--- src/rtl/mul_div_unit.sv ---
// mul_div_unit: iterative RV32M multiply/divide unit.
//   Multiplies with radix-2 shift-add and divides with restoring division.
//   Both work on operand magnitudes and fix the sign when the result is
//   written. Divide-by-zero and signed overflow skip the iterations and
//   finish in one cycle.
// Ports:
//   i_clk      sole clock, rising edge
//   i_rst      synchronous active-high reset; priority over everything else
//   i_start    request an operation; only accepted while idle
//   i_f3       RV32M funct3 (MUL, MULH, MULHSU, MULHU, DIV, DIVU, REM, REMU)
//   i_op_a     rs1 (multiplicand / dividend)
//   i_op_b     rs2 (multiplier / divisor)
//   i_flush    abort any in-flight operation; priority over i_start
//   o_busy     high while calculating or presenting the result
//   o_done     single-cycle result-valid pulse
//   o_result   result; holds its value until the next accepted start
module mul_div_unit #(
  parameter int XLEN = 32
) (
  input  logic            i_clk,
  input  logic            i_rst,
  input  logic            i_start,
  input  logic [2:0]      i_f3,
  input  logic [XLEN-1:0] i_op_a,
  input  logic [XLEN-1:0] i_op_b,
  input  logic            i_flush,
  output logic            o_busy,
  output logic            o_done,
  output logic [XLEN-1:0] o_result
);

  localparam int CW = $clog2(XLEN);

  typedef enum logic [1:0] {IDLE, CALC, DONE} state_t;

  state_t            state;
  logic [CW-1:0]     cnt;
  logic [2:0]        f3_r;
  logic [XLEN-1:0]   opnd;    // multiplicand magnitude, or divisor magnitude
  logic [2*XLEN-1:0] acc;     // mul: {partial high, multiplier}; div: {rem, quotient}
  logic              neg_q;   // negate product / quotient
  logic              neg_r;   // negate remainder (dividend was negative)

  // ---- operand decode at accept ----
  logic              in_div, a_sgn, b_sgn, a_neg, b_neg;
  logic [XLEN-1:0]   mag_a, mag_b;
  logic              div_zero, div_ovf;
  logic [XLEN-1:0]   spec_res;

  always_comb begin
    in_div   = i_f3[2];
    // DIV/REM signed, DIVU/REMU unsigned; MUL/MULH both signed,
    // MULHSU only a signed, MULHU neither.
    a_sgn    = in_div ? ~i_f3[0] : (i_f3[1:0] != 2'b11);
    b_sgn    = in_div ? ~i_f3[0] : ~i_f3[1];
    a_neg    = a_sgn & i_op_a[XLEN-1];
    b_neg    = b_sgn & i_op_b[XLEN-1];
    mag_a    = a_neg ? (~i_op_a + 1'b1) : i_op_a;
    mag_b    = b_neg ? (~i_op_b + 1'b1) : i_op_b;
    div_zero = in_div & (i_op_b == '0);
    div_ovf  = in_div & ~i_f3[0]
             & (i_op_a == {1'b1, {(XLEN-1){1'b0}}})
             & (i_op_b == '1);
    // i_f3[1] selects the remainder forms
    spec_res = '0;
    if (div_zero)
      spec_res = i_f3[1] ? i_op_a : '1;
    else if (div_ovf)
      spec_res = i_f3[1] ? '0 : i_op_a;
  end

  // ---- one radix-2 step ----
  logic [XLEN:0]     mul_sum;
  logic [2*XLEN-1:0] mul_next;
  logic [XLEN:0]     div_shift, div_diff;
  logic [2*XLEN-1:0] div_next;
  logic [2*XLEN-1:0] acc_next;

  always_comb begin
    // Add the multiplicand into the high half when the current multiplier
    // bit is set, then shift the whole accumulator right (carry included).
    mul_sum  = {1'b0, acc[2*XLEN-1:XLEN]} + {1'b0, (acc[0] ? opnd : {XLEN{1'b0}})};
    mul_next = {mul_sum, acc[XLEN-1:1]};
    // Shift the next dividend bit into the partial remainder and try to
    // subtract; a borrow means the subtraction is discarded (restore).
    div_shift = {acc[2*XLEN-1:XLEN], acc[XLEN-1]};
    div_diff  = div_shift - {1'b0, opnd};
    if (div_diff[XLEN])
      div_next = {div_shift[XLEN-1:0], acc[XLEN-2:0], 1'b0};
    else
      div_next = {div_diff[XLEN-1:0], acc[XLEN-2:0], 1'b1};
    acc_next = f3_r[2] ? div_next : mul_next;
  end

  // ---- sign fix and result select after the last step ----
  logic [2*XLEN-1:0] prod;
  logic [XLEN-1:0]   quo, rem;
  logic [XLEN-1:0]   final_res;

  always_comb begin
    prod = neg_q ? (~acc_next + 1'b1) : acc_next;
    quo  = neg_q ? (~acc_next[XLEN-1:0] + 1'b1) : acc_next[XLEN-1:0];
    rem  = neg_r ? (~acc_next[2*XLEN-1:XLEN] + 1'b1) : acc_next[2*XLEN-1:XLEN];
    if (f3_r[2])
      final_res = f3_r[1] ? rem : quo;
    else
      final_res = (f3_r[1:0] == 2'b00) ? prod[XLEN-1:0] : prod[2*XLEN-1:XLEN];
  end

  // ---- control ----
  always_ff @(posedge i_clk) begin
    if (i_rst) begin
      state    <= IDLE;
      cnt      <= '0;
      f3_r     <= '0;
      opnd     <= '0;
      acc      <= '0;
      neg_q    <= 1'b0;
      neg_r    <= 1'b0;
      o_busy   <= 1'b0;
      o_done   <= 1'b0;
      o_result <= '0;
    end else if (i_flush) begin
      state  <= IDLE;
      o_busy <= 1'b0;
      o_done <= 1'b0;
    end else begin
      case (state)
        IDLE: begin
          o_done <= 1'b0;
          if (i_start) begin
            f3_r   <= i_f3;
            o_busy <= 1'b1;
            if (div_zero || div_ovf) begin
              o_result <= spec_res;
              o_done   <= 1'b1;
              state    <= DONE;
            end else begin
              neg_q <= a_neg ^ b_neg;
              neg_r <= a_neg;
              cnt   <= '0;
              if (in_div) begin
                opnd <= mag_b;
                acc  <= {{XLEN{1'b0}}, mag_a};
              end else begin
                opnd <= mag_a;
                acc  <= {{XLEN{1'b0}}, mag_b};
              end
              state <= CALC;
            end
          end
        end
        CALC: begin
          acc <= acc_next;
          cnt <= cnt + CW'(1);
          if (cnt == CW'(XLEN-1)) begin
            o_result <= final_res;
            o_done   <= 1'b1;
            state    <= DONE;
          end
        end
        DONE: begin
          o_done <= 1'b0;
          o_busy <= 1'b0;
          state  <= IDLE;
        end
        default: begin
          o_done <= 1'b0;
          o_busy <= 1'b0;
          state  <= IDLE;
        end
      endcase
    end
  end

endmodule

--- config.mk ---
export PLATFORM = sky130hd
export DESIGN_NAME = mul_div_unit
export DESIGN_NICKNAME = d
export VERILOG_FILES = /design/src/rtl/mul_div_unit.sv
export SDC_FILE = /design/constraint.sdc
export NUM_CORES = 1
export LEC_CHECK = 0
export CAP_MARGIN = 20
export CORE_MARGIN = 1.5
export CORE_UTILIZATION = 30
export DETAILED_ROUTE_END_ITERATION = 10
export PLACE_DENSITY = 0.52
export SYNTH_ARGS = -nofsm -noshare
export SYNTH_HDL_FRONTEND = slang
export SYNTH_SLANG_ARGS = --single-unit
--- constraint.sdc ---
create_clock -name i_clk -period 15.8 [get_ports i_clk]
set_input_delay 4.74 -clock i_clk [delete_from_list [all_inputs] [get_ports i_clk]]
set_output_delay 4.74 -clock i_clk [all_outputs]
set_load 0.05 [all_outputs]
==> results.md, run 1 <==
- The flow ran to the end, and the final reports show no timing, DRC or antenna violations.
- The area growth from synthesis to layout is 13.5%.
- The global-route wire length before repair is approximately 100000 µm.
- The number of max-cap violations is 0.
- The final net count is about 2400.
- The wire length the detailed router placed on met1 is between 30000 and 40000 µm.
- In this run the register-to-register setup slack is between 9 and 10 ns.
- The worst setup path is launched from an input pin.
- The via count of the first global-routing pass is approximately 16000.
- The DRC violations left is 0.
- The die is 232 µm wide.
- The total nets after synthesis is about 2400.
- The row count is 83.
- In the post-synthesis netlist, the biggest area contributors are sky130_fd_sc_hd__dfxtp_1, sky130_fd_sc_hd__a21oi_1, sky130_fd_sc_hd__nand2_1.
- Fill cells in the final layout number 5655.
- The static power due to leakage is about 6.6 nW.
- Across all setup checks in the final design, the least slack found is between 6 and 7 ns.
- The pin count of the biggest net entering global routing is 87.
- Clock tree synthesis selected as its root buffer the cell sky130_fd_sc_hd__clkbuf_16.
- Synthesis inferred between 100 and 150 register bits.
- The number of pins with negative max-slew slack in the final report is 0.
- The top cell family by delay on the critical path is simple AND/OR/NAND/NOR gates.
- The required time at the endpoint of the critical path is around 16 ns.
- The average wire length per cell after detail routing is between 20 and 25 µm.
- The cell type with the highest aggregate area in the netlist is sky130_fd_sc_hd__dfxtp_1.
- Once placement finished, the instance area stood at ~17000 µm².
- The maximum achievable frequency is between 100 and 150 MHz.
- The share of synthesized area in the top cell type comes to 0.181.
- The ratio of cells with drive above 1 in the final layout is 0.0570.
- No sink is reached through more buffers than the 2 on the longest clock path.
- After the first detailed-routing iteration, the DRC count stood at ~2000.
- Buffers added to address setup during post-CTS repair amount to 0.
- By instance count, the cell type seen most on the critical path is sky130_fd_sc_hd__buf_4.
- Detailed routing inserted a total of roughly 17000 vias.
- In this run the tightest slew margin relative to its limit is 0.286.
- The congestion estimate from routability-driven global placement came to between 0.9 and 1.
- Pin placement for this block handled 105 I/O pins.
- The unique cell type count in the Yosys netlist is slightly above 100.
- The dominant synthesized flop cell is sky130_fd_sc_hd__dfxtp_1.
- Traced cell by cell, the critical path runs through clkdlybuf4s50_1, inv_1, ha_1, nand2_1, nor4_1, nand4_1, nor3_1, nor3b_1, o21ai_4, buf_4, nor2_2, buf_4, a222oi_1, nor2_1.
- The count of placed standard cells including taps is just under 3000.
- Summed over all layers, the routed wires come to 68200 µm.
- The final sum of negative setup slack is 0 ns.
- The setup skew after layout is between 0.02 and 0.025 ns.
- In this run, synthesis inferred 0 flip-flops with an integrated enable.
- Of the available clock period, the critical path in the final layout requires 0.566.
- The proportion of synthesized chip area in sequential cells is 0.181.
- The H-tree was split into 4 levels.
- The maximum ir drop on the vdd rail is around 0.076 mV.
- Summing every instance area after synthesis gives about 16000 µm².
- The clock tree from TritonCTS is done.
- The worst min-delay path category is reg2reg.
- In this run the top signal layer used is met4.
- The overflow left after global routing is 0.
- For this design the ratio of total power to cell area is around 70 nW/µm².
- The total of cells resized after clock tree synthesis is 0.
- Setup violations remaining at the end of the flow were counted as 0.
- The post-layout minimum cycle time is ~9 ns.
- The post-synthesis area per instance is approximately 7 µm².
- The final antenna-violating net count is 0.
- The per-cell via count in the routed design is 5.94.
- In this run the worst path has a maximum fanout of 57.
- The data arrival time of the worst path is between 9 and 10 ns.
- The clock sink count is 142.
- Registers take 2850 µm².
- Setup repair after global routing left no endpoint under its margin.
- The number of antenna violations at the first check in global routing is 0.
- Across every metal layer, demand over resource in global routing totals 0.247.
- The starting utilization of the core area is 0.305.
- The detailed-routed wire length on met3 is roughly 4700 µm.
- The area enclosed by the die boundary is between 50000 and 60000 µm².
- The number of instances in the synthesized netlist is about 2200.
- The worst-skew pair later-pin latency is 0.46 ns.
- Buffers placed on the I/O ports in this run total ~100.
- STA classifies the critical path endpoint as a flop.
- The slowest stage cell on the critical path is sky130_fd_sc_hd__nor4_1.
- The repair_antennas step left the layout with diodes totalling 0.
- The total area inside the core boundary comes to roughly 52000 µm².
- In this run the vertical extent of the chip is around 230 µm.
- For this run, the number of Yosys warnings is 0.
- The slew of the pin with the lowest slew margin is around 1.1 ns.
- The finished cells cover roughly 18000 µm².
- The number of buffers and inverters on the critical path is 4.
- After clock tree synthesis, the flow added hold-fix buffers numbering 0.
- After synthesis, the share of flip-flops with an asynchronous set or reset is 0.
- Detailed routing placed a total of around 30000 µm of wire on met2.
- In the layout the commonest cells are sky130_fd_sc_hd__nand2_1, sky130_fd_sc_hd__nor2_1, sky130_fd_sc_hd__a21oi_1.
- The most common cell after layout, fill and taps aside is sky130_fd_sc_hd__nand2_1.
- Leaving out filler cells and counting taps, the final layout contains approximately 2900.
- The final hold violation count is 0.
- The area of combinational cells with multiple inputs is 12100 µm².
- In this design, the stage delay of the slowest critical-path cell is about 0.73 ns.
- The HPWL after detailed placement is ~54000 µm.
- Clock tree synthesis inserted a total of 17 buffers.
- For this run, the detailed router's first-pass iteration total came to 6.
- Measured on the finished design, the core utilization comes to 0.346.
- The worst-case setup slack after placement is about 6.6 ns.
- The worst setup path is of the in2reg kind.
- Clock-pin slew was measured on the worst setup and hold paths at about 0.06 ns.
==> worst register-to-register path: cells and delay by family, from the launching register on <==
kind                     cells  cell delay [ns]
AND/OR/NAND/NOR              6             2.80
flip-flops                   1             0.53
adder cells (fa/ha/maj)      2             0.70
buffers and inverters        1             0.10
AO/OA/AOI/OAI                8             2.16
XOR/XNOR                     1             0.14
==> path summary, 6_finish.rpt <==
path / startpoint / to / cells past startpoint
max: i_op_a[0] / acc[2]$_SDFFE_PP0P_ / 14
min: o_result[21]$_SDFFE_PP0P_ / o_result[21]$_SDFFE_PP0P_ / 2
max reg2reg: opnd[21]$_SDFFE_PP0P_ / o_result[20]$_SDFFE_PP0P_ / 18
min reg2reg: o_result[21]$_SDFFE_PP0P_ / o_result[21]$_SDFFE_PP0P_ / 2
==> layer usage <==
metal  GRT usage  vias to the layer above
met5           0                        -
met4       0.102                        0
met3      0.0289                      108
met2       0.384                      709
met1       0.344                     8418
li1            -                     8260
==> sequential cells by signal, indices dropped and copies added (netlist names) <==
register  flops
o_busy        1
cnt           5
state         2
acc          64
neg_r         1
opnd         32
neg_q         1
o_done        1
f3_r          3
o_result     32
==> synth_stat cells, drive strengths merged, types with 23 or more instances <==
| master | number |
|---|---|
| a211oi | 32 |
| xnor2 | 88 |
| a22oi | 29 |
| o21a | 23 |
| nand3 | 34 |
| o21ai | 196 |
| ha | 71 |
| clkbuf | 109 |
| nand4 | 28 |
| a21oi | 217 |
| or3 | 29 |
| and2 | 46 |
| mux2i | 50 |
| nand2 | 260 |
| xor2 | 74 |
| nor3 | 66 |
| a21o | 28 |
| o31ai | 26 |
| nor2 | 228 |
| a31oi | 36 |
| dfxtp | 142 |
| inv | 65 |
| o211ai | 79 |
| buf | 36 |
==> cells by family (layout without fill, tap and decap cells) <==
logic type	Yosys count	count (layout)	share of synthesized area
buffers and inverters	212	228	0.0537
adders and majority gates	73	73	0.0591
muxes	64	64	0.0419
and+or+nand+nor	807	807	0.246
DFF	142	142	0.181
AOI/OAI and AO/OA	789	789	0.328
xor gates and xnor gates	162	162	0.0903
==> cell type report <==
type,instances,area share
clock buffers,22,0.0266
multi-input cells,1895,0.677
inverters,67,0.0141
clock inverters,10,0.00625
well taps,680,0.0477
repair buffers,129,0.0688
flip-flops and latches,142,0.160
==> through the flow <==
stage / hold WS (ns) / power, mW
after floorplan: 0.439 / 0.680
after global placement: 0.457 / 0.834
after detailed placement: 0.457 / 0.835
after CTS: 0.465 / 1.25
after global routing: 0.476 / 1.30
final: 0.454 / 1.26
==> power by group <==
part / switching, mW / total, mW / internal (mW)
clock: 0.174 / 0.418 / 0.244
combinational: 0.288 / 0.440 / 0.151
sequential: 0.0266 / 0.398 / 0.371
total: 0.489 / 1.26 / 0.767
Power figures use the tool's default switching activity.
==> inputs of run 2 (changes only) <==
==> constraint.sdc (replaced) <==
create_clock -name i_clk -period 8.4 [get_ports i_clk]
set_input_delay 2.52 -clock i_clk [delete_from_list [all_inputs] [get_ports i_clk]]
set_output_delay 2.52 -clock i_clk [all_outputs]
set_load 0.05 [all_outputs]
==> results.md, run 2 (same netlist as run 1, synthesis figures left out) <==
- The starting utilization of the core area is 0.305.
- At the worst endpoint, the required time is between 8 and 9 ns.
- In this run the count of I/O pins placed on the die edge is roughly 110.
- The count of routing violations after the opening detailed-route iteration is 1756.
- The number of antenna violations at the first check in global routing came to 1.
- The via count of the first global-routing pass came to 16300.
- The setup skew after layout is approximately 0.016 ns.
- The library cells used most frequently in the layout, excluding fill and tap cells, are sky130_fd_sc_hd__nand2_1, sky130_fd_sc_hd__nor2_1, sky130_fd_sc_hd__a21oi_1.
- The type of origin of the critical path is a flop.
- After floorplanning, the core was divided into 83 placement rows.
- Once layout is complete, the utilization of the core stands at 0.346.
- Max-cap violations in this run came to 0.
- In this run the critical register-to-register path is launched from opnd[21]$_SDFFE_PP0P_.
- The startpoint identified for the worst hold timing path is cnt[3]$_SDFFE_PP0P_.
- The maximum ir drop on the vdd rail is roughly 0.14 mV.
- The final cell count without fillers is slightly below 3000.
- In the routed design, unresolved DRC markers number 0.
- Setup violations remaining at the end of the flow were counted as 0.
- The final net count is 2398.
- On the final layout, the worst hold slack is 0.493 ns.
- Relative to the synthesized area, the layout overhead comes to 13.3%.
- The maximum achievable frequency is 146 MHz.
- The worst-path maximum fanout is 20.
- The slew of the pin with the lowest slew margin is between 1 and 1.5 ns.
- The root buffer cell is sky130_fd_sc_hd__clkbuf_16.
- The pin count of the biggest net entering global routing is 85.
- The kind of end point of the critical path is a flop.
- The number of H-tree levels is 4.
- The total clock buffers created by CTS is 17.
- For this block, the routed nets add up to 68500 µm of wire.
- The number of inserted diodes is 0.
- The area enclosed by the die boundary is 53700 µm².
- The register with the most flip-flops in the layout has 64 of them.
- The slack of the worst reg-to-reg path is approximately 1.6 ns.
- The die outline width is 232 µm.
- The clock sink count is approximately 140.
- During placement, the flow inserted port buffers numbering roughly 100.
- The number of buffers on the longest clock path is 2.
- For this block, the via count after detailed routing is approximately 18000.
- The analysis attributes to cell leakage a power of around 6.6 nW.
- For the final routed database, the setup TNS stands at 0 ns.
- The final hold violation count came to 0.
- The number of pins with negative max-slew slack in the final report is 0.
- The ratio of cells with drive above 1 in the final layout is 0.0591.
- The data arrival time of the worst path is slightly above 7 ns.
- The count of buffers added by post-CTS timing repair for setup is 0.
- The die is about 230 µm tall.
- The flow ran to the end, and the final reports show no timing, DRC or antenna violations.
- The first global-routing pass estimated around 100000 µm of wire.
- The count of placed standard cells including taps is 2915.
- The worst setup path is of the reg2reg kind.
- The most common cell after layout, fill and taps aside is sky130_fd_sc_hd__nand2_1.
- The launch point of the critical path is opnd[21]$_SDFFE_PP0P_.
- In the final routed layout, each cell accounts on average for ~23 µm.
- Once detailed placement completed, the half-perimeter wirelength came to about 54000 µm.
- TritonCTS built the clock tree.
- The register with the most flip-flops in the final layout is acc.
- The congestion estimate from routability-driven global placement came to ~1.
- The largest registers in the layout are acc: 64 flops, o_result: 32 flops, opnd: 32 flops.
- The worst-skew pair later-pin latency is 0.46 ns.
- The pre-antenna-repair detailed-routing pass consisted of 6 iterations.
- The post-layout minimum cycle time is 6.84 ns.
- Summed over all layers, the global routing overflow is 0.
- The placeable core region is 51500 µm².
- The worst relative slew slack is 0.266.
- The per-cell via count in the routed design is approximately 5.9.
- The final antenna-violating net count is 0.
- The power density relative to cell area is approximately 130 nW/µm².
- The overall track demand over capacity in global routing is 0.252.
- Of the available clock period, the critical path in the final layout requires 0.815.
- The total design power is ~2.3 mW.
- The total of cells resized after clock tree synthesis is 0.
- The min-delay analysis places its worst path in the category reg2reg.
- Setup repair after global routing left no endpoint under its margin.
- The register clock-pin slew on the reported worst setup and hold paths is approximately 0.070 ns.
- The quantity of hold-fixing buffers added after cts is 0.
==> run 2: worst paths after layout <==
kind	depth (start not counted)	end
worst max-delay path	16	o_result[9]$_SDFFE_PP0P_
worst max register to register	16	o_result[9]$_SDFFE_PP0P_
worst min register to register	1	cnt[3]$_SDFFE_PP0P_
worst min-delay path	1	cnt[3]$_SDFFE_PP0P_
==> run 2: per-stage QoR <==
step,cell area (µm²),setup slack (ns)
global route,17800,1.43
floorplan,15700,2.92
CTS,17800,1.81
detailed placement,17200,1.43
finish,17800,1.56
global placement,17200,1.52
==> run 2: area by class of cell <==
cell class	instances	area, µm²
clock inverters	15	126
repair buffers	131	1240
inverters	67	251
well taps	680	851
clock buffers	17	425
flip-flops and latches	142	2850
multi-input cells	1895	12100
fillers	5632	33700
==> run 2: power by group <==
part / switching, mW / leakage [nW] / internal, mW
Combinational: 0.546 / 5.20 / 0.286
Clock: 0.379 / 0.262 / 0.387
Sequential: 0.0427 / 1.16 / 0.698
==> run 2: routing by layer <==
metal,vias to the layer above,track usage,part of all wire
met3,135,0.0521,0.083
met1,8365,0.341,0.44
li1,8256,-,-
met5,-,0,0
met4,0,0.121,0.049
met2,761,0.377,0.42
==> run 2: worst max-delay path, stage by stage, from the launching register on <==
cell and delay, ns:
sky130_fd_sc_hd__dfxtp_1 0.56, sky130_fd_sc_hd__inv_1 0.11, sky130_fd_sc_hd__ha_1 0.45, sky130_fd_sc_hd__nand4_1 0.23
sky130_fd_sc_hd__nor4_1 0.72, sky130_fd_sc_hd__a221o_1 0.42, sky130_fd_sc_hd__nor3_2 0.15, sky130_fd_sc_hd__a211oi_4 0.96
sky130_fd_sc_hd__buf_4 0.36, sky130_fd_sc_hd__mux2i_1 0.47, sky130_fd_sc_hd__inv_2 0.13, sky130_fd_sc_hd__o211a_1 0.17
sky130_fd_sc_hd__nand2_1 0.42, sky130_fd_sc_hd__o21ai_1 0.35, sky130_fd_sc_hd__mux2i_1 0.20, sky130_fd_sc_hd__o21ai_0 0.80
sky130_fd_sc_hd__a31oi_1 0.18
